<file path="src/rtl/ifetch_if.sv">
// Fetch-stage bundle: redirect/inhibit control, byte-wide memory read port and decode-side word handshake.
// master = fetch unit, slave = surrounding environment (memory + decode).
interface ifetch_if #(
   parameter int INSN_BYTES = 4,
   parameter int DEPTH      = 4
);
   logic                      pc_inhibit;
   logic                      redirect_valid;
   logic [63:0]               redirect_pc;
   logic                      mem_req;
   logic [63:0]               mem_addr;
   logic                      mem_ack;
   logic [7:0]                mem_data;
   logic                      insn_valid;
   logic [8*INSN_BYTES-1:0]   insn_data;
   logic [63:0]               insn_pc;
   logic                      insn_ready;
   logic [$clog2(DEPTH):0]    fifo_level;

   modport master (
      input  pc_inhibit, redirect_valid, redirect_pc, mem_ack, mem_data, insn_ready,
      output mem_req, mem_addr, insn_valid, insn_data, insn_pc, fifo_level
   );

   modport slave (
      output pc_inhibit, redirect_valid, redirect_pc, mem_ack, mem_data, insn_ready,
      input  mem_req, mem_addr, insn_valid, insn_data, insn_pc, fifo_level
   );
endinterface

</file>
<file path="src/rtl/ifetch.sv">
// Byte-serial instruction fetch: assembles little-endian words and queues them for decode.
// Define IFETCH_PERF_EN to add the perf_words / perf_stall counters.
module ifetch #(
   parameter logic [63:0] RESET_PC   = 64'h0,
   parameter int          INSN_BYTES = 4,
   parameter int          DEPTH      = 4
) (
   input  logic         clk,
   input  logic         reset,
   ifetch_if.master     bus
`ifdef IFETCH_PERF_EN
   ,
   output logic [31:0]  perf_words,
   output logic [31:0]  perf_stall
`endif
);
   localparam int WORD_W = 8 * INSN_BYTES;
   localparam int CNT_W  = (INSN_BYTES > 1) ? $clog2(INSN_BYTES) : 1;
   localparam int PTR_W  = $clog2(DEPTH);
   localparam int LVL_W  = PTR_W + 1;
   localparam logic [CNT_W-1:0] LAST_CNT = CNT_W'(INSN_BYTES - 1);
   localparam logic [LVL_W-1:0] FULL_LVL = LVL_W'(DEPTH);

   typedef enum logic [1:0] {
      ST_IDLE  = 2'd0,
      ST_FETCH = 2'd1,
      ST_DRAIN = 2'd2
   } state_e;

   state_e              state_q, state_d;
   logic [63:0]         pc_q, pc_d;
   logic [63:0]         addr_q, addr_d;
   logic [CNT_W-1:0]    cnt_q, cnt_d;
   logic [WORD_W-1:0]   word_q, word_d;
   logic [WORD_W-1:0]   lane_s;
   logic                push_s;
   logic                pop_s;
   logic                empty_s;
   logic [PTR_W-1:0]    wr_q, wr_d;
   logic [PTR_W-1:0]    rd_q, rd_d;
   logic [LVL_W-1:0]    lvl_q, lvl_d;
   logic [WORD_W-1:0]   data_mem_q [DEPTH];
   logic [63:0]         pc_mem_q [DEPTH];
   logic [WORD_W-1:0]   head_data_s;
   logic [63:0]         head_pc_s;
   logic [WORD_W-1:0]   last_data_q, last_data_d;
   logic [63:0]         last_pc_q, last_pc_d;

   assign empty_s     = (lvl_q == LVL_W'(0));
   assign head_data_s = data_mem_q[rd_q];
   assign head_pc_s   = pc_mem_q[rd_q];

   // Fetch FSM next state; a redirect always wins over ack/push.
   always_comb begin
      state_d = state_q;
      pc_d    = pc_q;
      cnt_d   = cnt_q;
      word_d  = word_q;
      push_s  = 1'b0;
      for (int i = 0; i < INSN_BYTES; i++) begin
         if (cnt_q == CNT_W'(i)) begin
            lane_s[i*8 +: 8] = bus.mem_data;
         end else begin
            lane_s[i*8 +: 8] = word_q[i*8 +: 8];
         end
      end
      case (state_q)
         ST_IDLE: begin
            // No word can be in flight while idle, so the pending push term is zero here.
            if (bus.redirect_valid) begin
               pc_d = bus.redirect_pc;
            end else if (!bus.pc_inhibit && (lvl_q < FULL_LVL)) begin
               state_d = ST_FETCH;
            end else begin
               state_d = ST_IDLE;
            end
         end
         ST_FETCH: begin
            if (bus.redirect_valid) begin
               pc_d    = bus.redirect_pc;
               cnt_d   = CNT_W'(0);
               state_d = bus.mem_ack ? ST_IDLE : ST_DRAIN;
            end else if (bus.mem_ack && (cnt_q == LAST_CNT)) begin
               push_s  = 1'b1;
               word_d  = lane_s;
               pc_d    = pc_q + 64'(INSN_BYTES);
               cnt_d   = CNT_W'(0);
               state_d = ST_IDLE;
            end else if (bus.mem_ack) begin
               word_d  = lane_s;
               cnt_d   = cnt_q + CNT_W'(1);
            end else begin
               state_d = ST_FETCH;
            end
         end
         ST_DRAIN: begin
            if (bus.redirect_valid) begin
               pc_d = bus.redirect_pc;
            end else begin
               pc_d = pc_q;
            end
            if (bus.mem_ack) begin
               state_d = ST_IDLE;
            end else begin
               state_d = ST_DRAIN;
            end
         end
         default: begin
            state_d = ST_IDLE;
            cnt_d   = CNT_W'(0);
         end
      endcase
      // An abandoned request keeps its original address until the memory acknowledges it.
      addr_d = (state_d == ST_DRAIN) ? addr_q : (pc_d + 64'(cnt_d));
   end

   // Fetch FSM and word-assembly registers.
   always_ff @(posedge clk or posedge reset) begin
      if (reset) begin
         state_q <= ST_IDLE;
         pc_q    <= RESET_PC;
         addr_q  <= RESET_PC;
         cnt_q   <= CNT_W'(0);
         word_q  <= WORD_W'(0);
      end else begin
         state_q <= state_d;
         pc_q    <= pc_d;
         addr_q  <= addr_d;
         cnt_q   <= cnt_d;
         word_q  <= word_d;
      end
   end

   // FIFO pointer/level update; a flush cancels any same-cycle push or pop.
   always_comb begin
      pop_s       = bus.insn_ready && !empty_s && !bus.redirect_valid;
      wr_d        = wr_q;
      rd_d        = rd_q;
      lvl_d       = lvl_q;
      last_data_d = last_data_q;
      last_pc_d   = last_pc_q;
      if (bus.redirect_valid) begin
         wr_d  = PTR_W'(0);
         rd_d  = PTR_W'(0);
         lvl_d = LVL_W'(0);
         if (!empty_s) begin
            last_data_d = head_data_s;
            last_pc_d   = head_pc_s;
         end else begin
            last_data_d = last_data_q;
            last_pc_d   = last_pc_q;
         end
      end else begin
         wr_d  = push_s ? (wr_q + PTR_W'(1)) : wr_q;
         rd_d  = pop_s  ? (rd_q + PTR_W'(1)) : rd_q;
         lvl_d = lvl_q + LVL_W'(push_s) - LVL_W'(pop_s);
         if (pop_s) begin
            last_data_d = head_data_s;
            last_pc_d   = head_pc_s;
         end else begin
            last_data_d = last_data_q;
            last_pc_d   = last_pc_q;
         end
      end
   end

   // FIFO control registers and the value shown to decode once the FIFO drains.
   always_ff @(posedge clk or posedge reset) begin
      if (reset) begin
         wr_q        <= PTR_W'(0);
         rd_q        <= PTR_W'(0);
         lvl_q       <= LVL_W'(0);
         last_data_q <= WORD_W'(0);
         last_pc_q   <= 64'h0;
      end else begin
         wr_q        <= wr_d;
         rd_q        <= rd_d;
         lvl_q       <= lvl_d;
         last_data_q <= last_data_d;
         last_pc_q   <= last_pc_d;
      end
   end

   // FIFO storage; push_s is already suppressed on a redirect.
   always_ff @(posedge clk or posedge reset) begin
      if (reset) begin
         for (int i = 0; i < DEPTH; i++) begin
            data_mem_q[i] <= WORD_W'(0);
            pc_mem_q[i]   <= 64'h0;
         end
      end else if (push_s) begin
         data_mem_q[wr_q] <= lane_s;
         pc_mem_q[wr_q]   <= pc_q;
      end
   end

   assign bus.mem_req    = (state_q != ST_IDLE);
   assign bus.mem_addr   = addr_q;
   assign bus.insn_valid = !empty_s;
   assign bus.insn_data  = empty_s ? last_data_q : head_data_s;
   assign bus.insn_pc    = empty_s ? last_pc_q : head_pc_s;
   assign bus.fifo_level = lvl_q;

`ifdef IFETCH_PERF_EN
   logic [31:0] perf_words_q;
   logic [31:0] perf_stall_q;
   logic        stall_s;

   assign stall_s = (state_q == ST_IDLE) && !bus.pc_inhibit && !bus.redirect_valid
                    && (lvl_q == FULL_LVL);

   // Free-running event counters, untouched by redirects.
   always_ff @(posedge clk or posedge reset) begin
      if (reset) begin
         perf_words_q <= 32'h0;
         perf_stall_q <= 32'h0;
      end else begin
         perf_words_q <= perf_words_q + 32'(push_s);
         perf_stall_q <= perf_stall_q + 32'(stall_s);
      end
   end

   assign perf_words = perf_words_q;
   assign perf_stall = perf_stall_q;
`endif
endmodule

</file>
<file path="src/flat_wrapper.sv">
// flat-port wrapper written by rule: the top's interface ports become plain ports
module ifetch_flat 
#(
   parameter logic [63:0] RESET_PC   = 64'h0,
   parameter int          INSN_BYTES = 4,
   parameter int          DEPTH      = 4
)
  (clk, reset, bus_pc_inhibit, bus_redirect_valid, bus_redirect_pc, bus_mem_ack, bus_mem_data, bus_insn_ready, bus_mem_req, bus_mem_addr, bus_insn_valid, bus_insn_data, bus_insn_pc, bus_fifo_level);
  ifetch_if #(.INSN_BYTES(INSN_BYTES), .DEPTH(DEPTH)) bus_i ();
  input  logic clk;
  input  logic reset;
  input wire logic [$bits(bus_i.pc_inhibit)-1:0] bus_pc_inhibit;
  input wire logic [$bits(bus_i.redirect_valid)-1:0] bus_redirect_valid;
  input wire logic [$bits(bus_i.redirect_pc)-1:0] bus_redirect_pc;
  input wire logic [$bits(bus_i.mem_ack)-1:0] bus_mem_ack;
  input wire logic [$bits(bus_i.mem_data)-1:0] bus_mem_data;
  input wire logic [$bits(bus_i.insn_ready)-1:0] bus_insn_ready;
  output wire logic [$bits(bus_i.mem_req)-1:0] bus_mem_req;
  output wire logic [$bits(bus_i.mem_addr)-1:0] bus_mem_addr;
  output wire logic [$bits(bus_i.insn_valid)-1:0] bus_insn_valid;
  output wire logic [$bits(bus_i.insn_data)-1:0] bus_insn_data;
  output wire logic [$bits(bus_i.insn_pc)-1:0] bus_insn_pc;
  output wire logic [$bits(bus_i.fifo_level)-1:0] bus_fifo_level;
  assign bus_i.pc_inhibit = bus_pc_inhibit;
  assign bus_i.redirect_valid = bus_redirect_valid;
  assign bus_i.redirect_pc = bus_redirect_pc;
  assign bus_i.mem_ack = bus_mem_ack;
  assign bus_i.mem_data = bus_mem_data;
  assign bus_i.insn_ready = bus_insn_ready;
  assign bus_mem_req = bus_i.mem_req;
  assign bus_mem_addr = bus_i.mem_addr;
  assign bus_insn_valid = bus_i.insn_valid;
  assign bus_insn_data = bus_i.insn_data;
  assign bus_insn_pc = bus_i.insn_pc;
  assign bus_fifo_level = bus_i.fifo_level;
  ifetch #(.RESET_PC(RESET_PC), .INSN_BYTES(INSN_BYTES), .DEPTH(DEPTH)) u_core (.clk(clk), .reset(reset), .bus(bus_i));
endmodule
</file>
<file path="config.mk">
export PLATFORM = sky130hd
export DESIGN_NAME = ifetch_flat
export DESIGN_NICKNAME = d
export VERILOG_FILES = /design/src/rtl/ifetch_if.sv /design/src/rtl/ifetch.sv /design/src/flat_wrapper.sv
export SDC_FILE = /design/constraint.sdc
export NUM_CORES = 2
export LEC_CHECK = 0
export ABC_AREA = 1
export CORE_ASPECT_RATIO = 1.1
export CORE_MARGIN = 2
export CORE_UTILIZATION = 55
export CTS_CLUSTER_DIAMETER = 80
export DETAILED_ROUTE_END_ITERATION = 10
export GPL_TIMING_DRIVEN = 0
export HOLD_SLACK_MARGIN = 0.15
export PLACE_DENSITY = 0.85
export SLEW_MARGIN = 20
export SYNTH_ARGS = -nofsm -noshare
export SYNTH_HDL_FRONTEND = slang
export SYNTH_SLANG_ARGS = --single-unit
</file>
<file path="constraint.sdc">
create_clock -name clk -period 56.1 [get_ports clk]
set_input_delay 16.83 -clock clk [delete_from_list [all_inputs] [get_ports clk]]
set_output_delay 16.83 -clock clk [all_outputs]
set_load 0.02 [all_outputs]
</file>
Word level (Yosys, flattened, before mapping)
Index checks and enable logic that the tools add are counted.
Operators by class
  add/subtract/negate cells: 7
  multiply operators: 0
  divide/modulo/power cells: 0
  $lt $le $gt $ge: 4
  equality and inequality tests: 6
  shifts and indexed selects: 0
  mux-type cells: 47
  bitwise logic cells: 3
  reductions and logical operators: 17
Operator list (number)
  64-bit two-way mux: 9
  256-bit bitwise mux: 1
  32-bit two-way mux: 8
  64-bit binary-select mux with 2-bit select: 1
  128-bit bitwise mux: 1
  64-bit demux with 2-bit select: 1
  64-bit one-hot mux with 2 select lines: 1
  64-bit by 2-bit adder with 64-bit output: 1
  64-bit by 3-bit adder with 64-bit output, second input constant: 1
  32-bit binary-select mux with 2-bit select: 1
  32-bit demux with 2-bit select: 1
  8-bit two-way mux: 4
  2-bit two-way mux: 12
  2-bit == test, second input constant: 4
  2-bit nonzero test: 4
  2-bit by 1-bit adder with 2-bit output, second input constant: 3
  3-bit greater-or-equal comparator, second input constant: 2
  2-bit NOT with 3-bit output: 2
  2-bit one-hot mux with 3 select lines: 1
  1-bit logical AND: 5
  2-bit by 1-bit == test with 1-bit output, second input constant: 2
  2-bit zero test: 2
  1-bit two-way mux: 4
  2-bit one-hot mux with 2 select lines: 1
  10 further kinds: 12
Word-level totals
  register bits after elaboration: 651
  latch bits: 0
  bits in writable memories: 0
  memory bits (read-only): 0
  output and inout port bits: 165
  memories: 0

Depth between registers and ports, before layout
  depth after elaboration: 8
  mapped depth: 23
  depth with buffers taken out: 23

Worst setup path after synthesis
Ideal clock, no wire load.
  kind: input port to flip-flop
  from: input bus_mem_ack
  to: register u_core.addr_q[52] (netlist: u_core.bus.mem_addr[52])
  library setup time: 117 ps
  arrival time: 19353 ps
  path slack: 36630 ps
  cell stages on the path: 21
  path buffers: 1
  cell sequence: buf_4 > nand2_4 > inv_2 > nor2_1 > inv_1 > o22ai_1 > ha_1 > inv_1 > fa_1 > nor2_2 > inv_1 > nor2_1 > nand2_1 > nor2_2 > nand3_2 > nor2_4 > nand2_4 > nor2_8 > nand3_1 > nand3_1 > nand2_1
Between the ends
  longest elaborated chain between the ends: 5
  elaborated cells on any way between the ends: 15
  classes of those cells: 1 x add/sub; 1 x eq/ne; 12 x mux; 1 x reduce/logical
Ends and longest elaborated chain
  start, declared: RTL line flat_wrapper.sv:15  | input wire logic [$bits(bus_i.mem_ack)-1:0] bus_mem_ack;
  2-bit two-way mux / 1-bit logical AND (equally long branches): RTL line ifetch.sv:89, ifetch.sv:83
  2-bit two-way mux (*): RTL line ifetch.sv:83  | end else if (bus.mem_ack && (cnt_q == LAST_CNT)) begin
  2-bit two-way mux (*): RTL line ifetch.sv:79  | if (bus.redirect_valid) begin
  2-bit one-hot mux with 2 select lines (*): RTL line ifetch.sv:67  | case (state_q)
  net u_core.cnt_d[0]: RTL line ifetch.sv:33  | logic [CNT_W-1:0] cnt_q, cnt_d;
  64-bit by 2-bit adder with 64-bit output (*): RTL line ifetch.sv:114  | addr_d = (state_d == ST_DRAIN) ? addr_q : (pc_d + 64'(cnt_d));
  end signal, assigned: RTL line ifetch.sv:128  | addr_q <= addr_d;
  end, declared: RTL line ifetch.sv:32  | logic [63:0] addr_q, addr_d;
The timed path passes the listed nets; every way through them passes the cells marked *.
A chain may end at the register's enable or synchronous reset.

Worst setup path in the final report
  from: register u_core.rd_q[0]
  to: output bus_insn_pc[22]
Between the ends
  longest elaborated chain between the ends: 5
Ends and longest elaborated chain
  start, declared: RTL line ifetch.sv:40  | logic [PTR_W-1:0] rd_q, rd_d;
  start signal, assigned: RTL line ifetch.sv:177  | rd_q <= rd_d;
  2-bit NOT with 3-bit output (implied by the code): RTL line ifetch.sv:51  | assign head_pc_s = pc_mem_q[rd_q];
  64-bit binary-select mux with 2-bit select: RTL line ifetch.sv:51
  64-bit two-way mux (implied by the code) (2 in a row): RTL line ifetch.sv:51
  64-bit two-way mux: RTL line ifetch.sv:201  | assign bus.insn_pc = empty_s ? last_pc_q : head_pc_s;
  end, declared: RTL line flat_wrapper.sv:22  | output wire logic [$bits(bus_i.insn_pc)-1:0] bus_insn_pc;
Every way passes these cells. The select of a mux whose other input is x is not followed.

==> metrics.txt <==
outcome completed; max_slew headroom 20.12%; antenna cells 0; grt total ovfl 0; synthesized area per cell 7.524 sq um; overall die width 242.5 um; PortBufs 241; DR vias/cell 6.048; post-synthesis sequential area ratio 47.32%; top cell type's share of synthesized area 47.32%; met2 WL 55120 um; max-cap violation count 0; met1 wire length 46170 um; dominant synthesized flop cell dfrtp_1; CTS Buf Count 69; Pwr Density 51.05 nW/um^2; peak supply drop 0.03576 mV; share of cells above drive strength 1 6.028%; area delta synth->final 17.36%; worst hold path depth 2; clock sinks 651; Reg2Reg Depth 19; CTS Buffer Depth 3; Final GP Congestion 0.9915; detailed placer's ending HPWL 89450 um; chip height 266.4 um; worst hold start u_core.data_mem_q[75]; fin crit period 21.08 ns; Slew @ Worst Pin 1.198 ns; routed vias 34939; Root Buffer clkbuf_16; Clock Power Share 23.3%; Worst Path Required 39.27 ns; Post-CTS Setup Bufs 0; leading area contributor after synthesis dfrtp_1; Syn Std Cell Area 34420 sq um; Row Count 96; CTS-repair resized insts 0; Flop pwr share 30.4%; largest net degree at the start of global routing 103; wire length per cell 21.42 um; vias in the first global route 33844; syn_nets 4668; Unique masters post-synth 48; crit path from u_core.rd_q[0]; RSZ-0062 raised after global routing no; H-tree Lvls 3; number of I/O pins 243; nature of the critical path startpoint register; WP data arrival 4.25 ns; Top Layer Used met5; final slew viol count 0; Post-synth EDFFs 0; final WL 123700 um; Sw Ratio 43.64%; final period utilization 37.57%; Lkg Pwr 0.01825 uW; DRC violations left 0; Max Freq 47.45 MHz; worst hold path type register to register; Routed Antenna Nets 0; Initial Utilization 55.43%; asr flop ratio synth 100.0%; Power, Total 2062 uW; initial antenna violation count 1; CP max FO 10; DR iter-0 viols 4326; Global Route Usage Sum 37.93%; Sw Pwr 899.9 uW; Setup TNS 0 ns; Worst setup EP type output pin; Final nets 4986; die area 64610 sq um; CTS tree done; Final setup viols 0; Cells after Synth 4575; final hold vios 0; Worst Skew 0.02090 ns; Ys Warns 0; first-pass GRT wire length 190700 um; clk_lat worst skew 0.63 ns; R2R Path Start u_core.state_q[0]; core area 62100 sq um; met3 WL 13020 um; FF+latch count, synth 651; Worst-path clk slew 0.06 ns; hold-fix buffers at CTS 0; Gate power share 46.3%; ranking of synthesized cells by area dfrtp_1 (47%), nand2_1 (17%), o21ai_0 (6.0%); Crit Path Category register to output pin; internal power 1162 uW; drt pass-1 iters 9
[sequential cells by signal, summed over array words and instances (netlist names)]
name                   cells
u_core.rd_q                2
u_core.last_data_q        32
u_core.pc_q               64
u_core.word_q             32
u_core.bus.fifo_level      3
u_core.pc_mem_q          256
u_core.bus.mem_addr       64
u_core.data_mem_q        128
u_core.wr_q                2
u_core.cnt_q               2
u_core.state_q             2
u_core.last_pc_q          64
[worst paths after layout]
path / endpoint / slack (ns)
max in group asynchronous: u_core.bus.mem_addr[58] / 36.74
worst min-delay path: u_core.data_mem_q[75] / 0.48
min in group asynchronous: u_core.last_data_q[26] / 16.68
worst max register to register: u_core.bus.mem_addr[57] / 51.29
worst min register to register: u_core.data_mem_q[75] / 0.48
worst max-delay path: bus_insn_pc[22] / 35.02
[cell usage after synthesis (all sizes together) (5+ instances only)]
cell and count:
nor3 21, o21ai 426, a21oi 218, a22oi 24, nand3 290, xor2 25
clkinv 5, o32ai 6, dfrtp 651, or2 21, buf 66, inv 272
nand2 1625, a32o 95, ha 13, o211ai 96, nand4 37, o21bai 5
o22ai 6, nor2 449, clkbuf 203
[critical path: stages, from the launching register on]
cell	delay, ns
dfrtp_1	0.32
clkbuf_1	0.41
clkbuf_1	0.78
clkbuf_1	0.54
nand2_1	0.12
a32o_1	0.29
a21oi_1	0.44
clkdlybuf4s50_1	0.71
[cell families after synthesis]
family / count (synthesis) / synth area share (%)
AND/OR/NAND/NOR: 2448 / 29.75
AO/OA/AOI/OAI: 886 / 15.40
flip-flops: 651 / 47.32
buffers and inverters: 546 / 6.190
XOR/XNOR: 29 / 0.7378
adder cells (fa/ha/maj): 15 / 0.5889
[layer usage]
metal / track usage, % / vias up
li1: - / 15606
met1: 47.81 / 16731
met2: 58.86 / 2150
met3: 8.235 / 450
met4: 25.84 / 2
met5: 0 / -
[through the flow]
| stage | hold WS (ns) | setup slack (ns) | instance area, sq um | std cells | util, % |
|---|---|---|---|---|---|
| 2_1_floorplan | 0.4488 | 21.03 | 34420 | 4575 | - |
| 3_3_place_gp | 0.4577 | 13.58 | 37880 | 5649 | 60.99 |
| 3_5_place_dp | 0.4649 | 35.34 | 38060 | 5655 | 61.29 |
| 4_1_cts | 0.4813 | 35.19 | 40400 | 5777 | 65.05 |
| 5_1_grt | 0.4940 | 34.99 | 40400 | 5777 | 65.05 |
| 6_report | 0.4800 | 35.02 | 40400 | 5777 | 65.05 |
[layout by cell type, fill, tap and decap left out, types with 13 or more instances in the layout]
master           Yosys  routed
o21ai_0            412     411
a21oi_1            217     217
xor2_1              25      25
a22oi_1             24      24
clkbuf_1           203     211
a32o_1              95      95
nand2_1           1595    1595
or2_2               20      20
buf_2               23      23
o211ai_1            96      96
nor2_1             399     399
clkbuf_16            0      71
clkbuf_8             0      13
nand4_1             37      37
ha_1                13      13
nand2_2             23      23
nor2_4              13      13
buf_1               30      30
nand3_1            276     276
inv_2               20      20
nor3_1              19      19
o21ai_1             14      15
inv_1              252     251
dfrtp_1            651     651
clkinv_2             0      13
clkdlybuf4s50_1      0     241
nor2_2              30      30
[power groups by stage]
| stage | Sequential, uW | Combinational (uW) | Clock [uW] |
|---|---|---|---|
| 2_1_floorplan | 641 | 515 | 0 |
| 3_3_place_gp | 631 | 912 | 0 |
| 3_5_place_dp | 631 | 927 | 0 |
| 4_1_cts | 624 | 935 | 478 |
| 5_1_grt | 637 | 1020 | 499 |
| 6_report | 628 | 954 | 480 |
[area by class of cell]
class	instances	area, sq um
clock inverter	28	346.6
inverter	277	1047
tap	833	1042
sequential	651	16290
buffer	269	1094
multi-input combinational	3378	16010
timing repair buffer	247	2577
clock buffer	94	1993
fill	5183	21700
No activity file was read; power rests on OpenSTA's default activity.
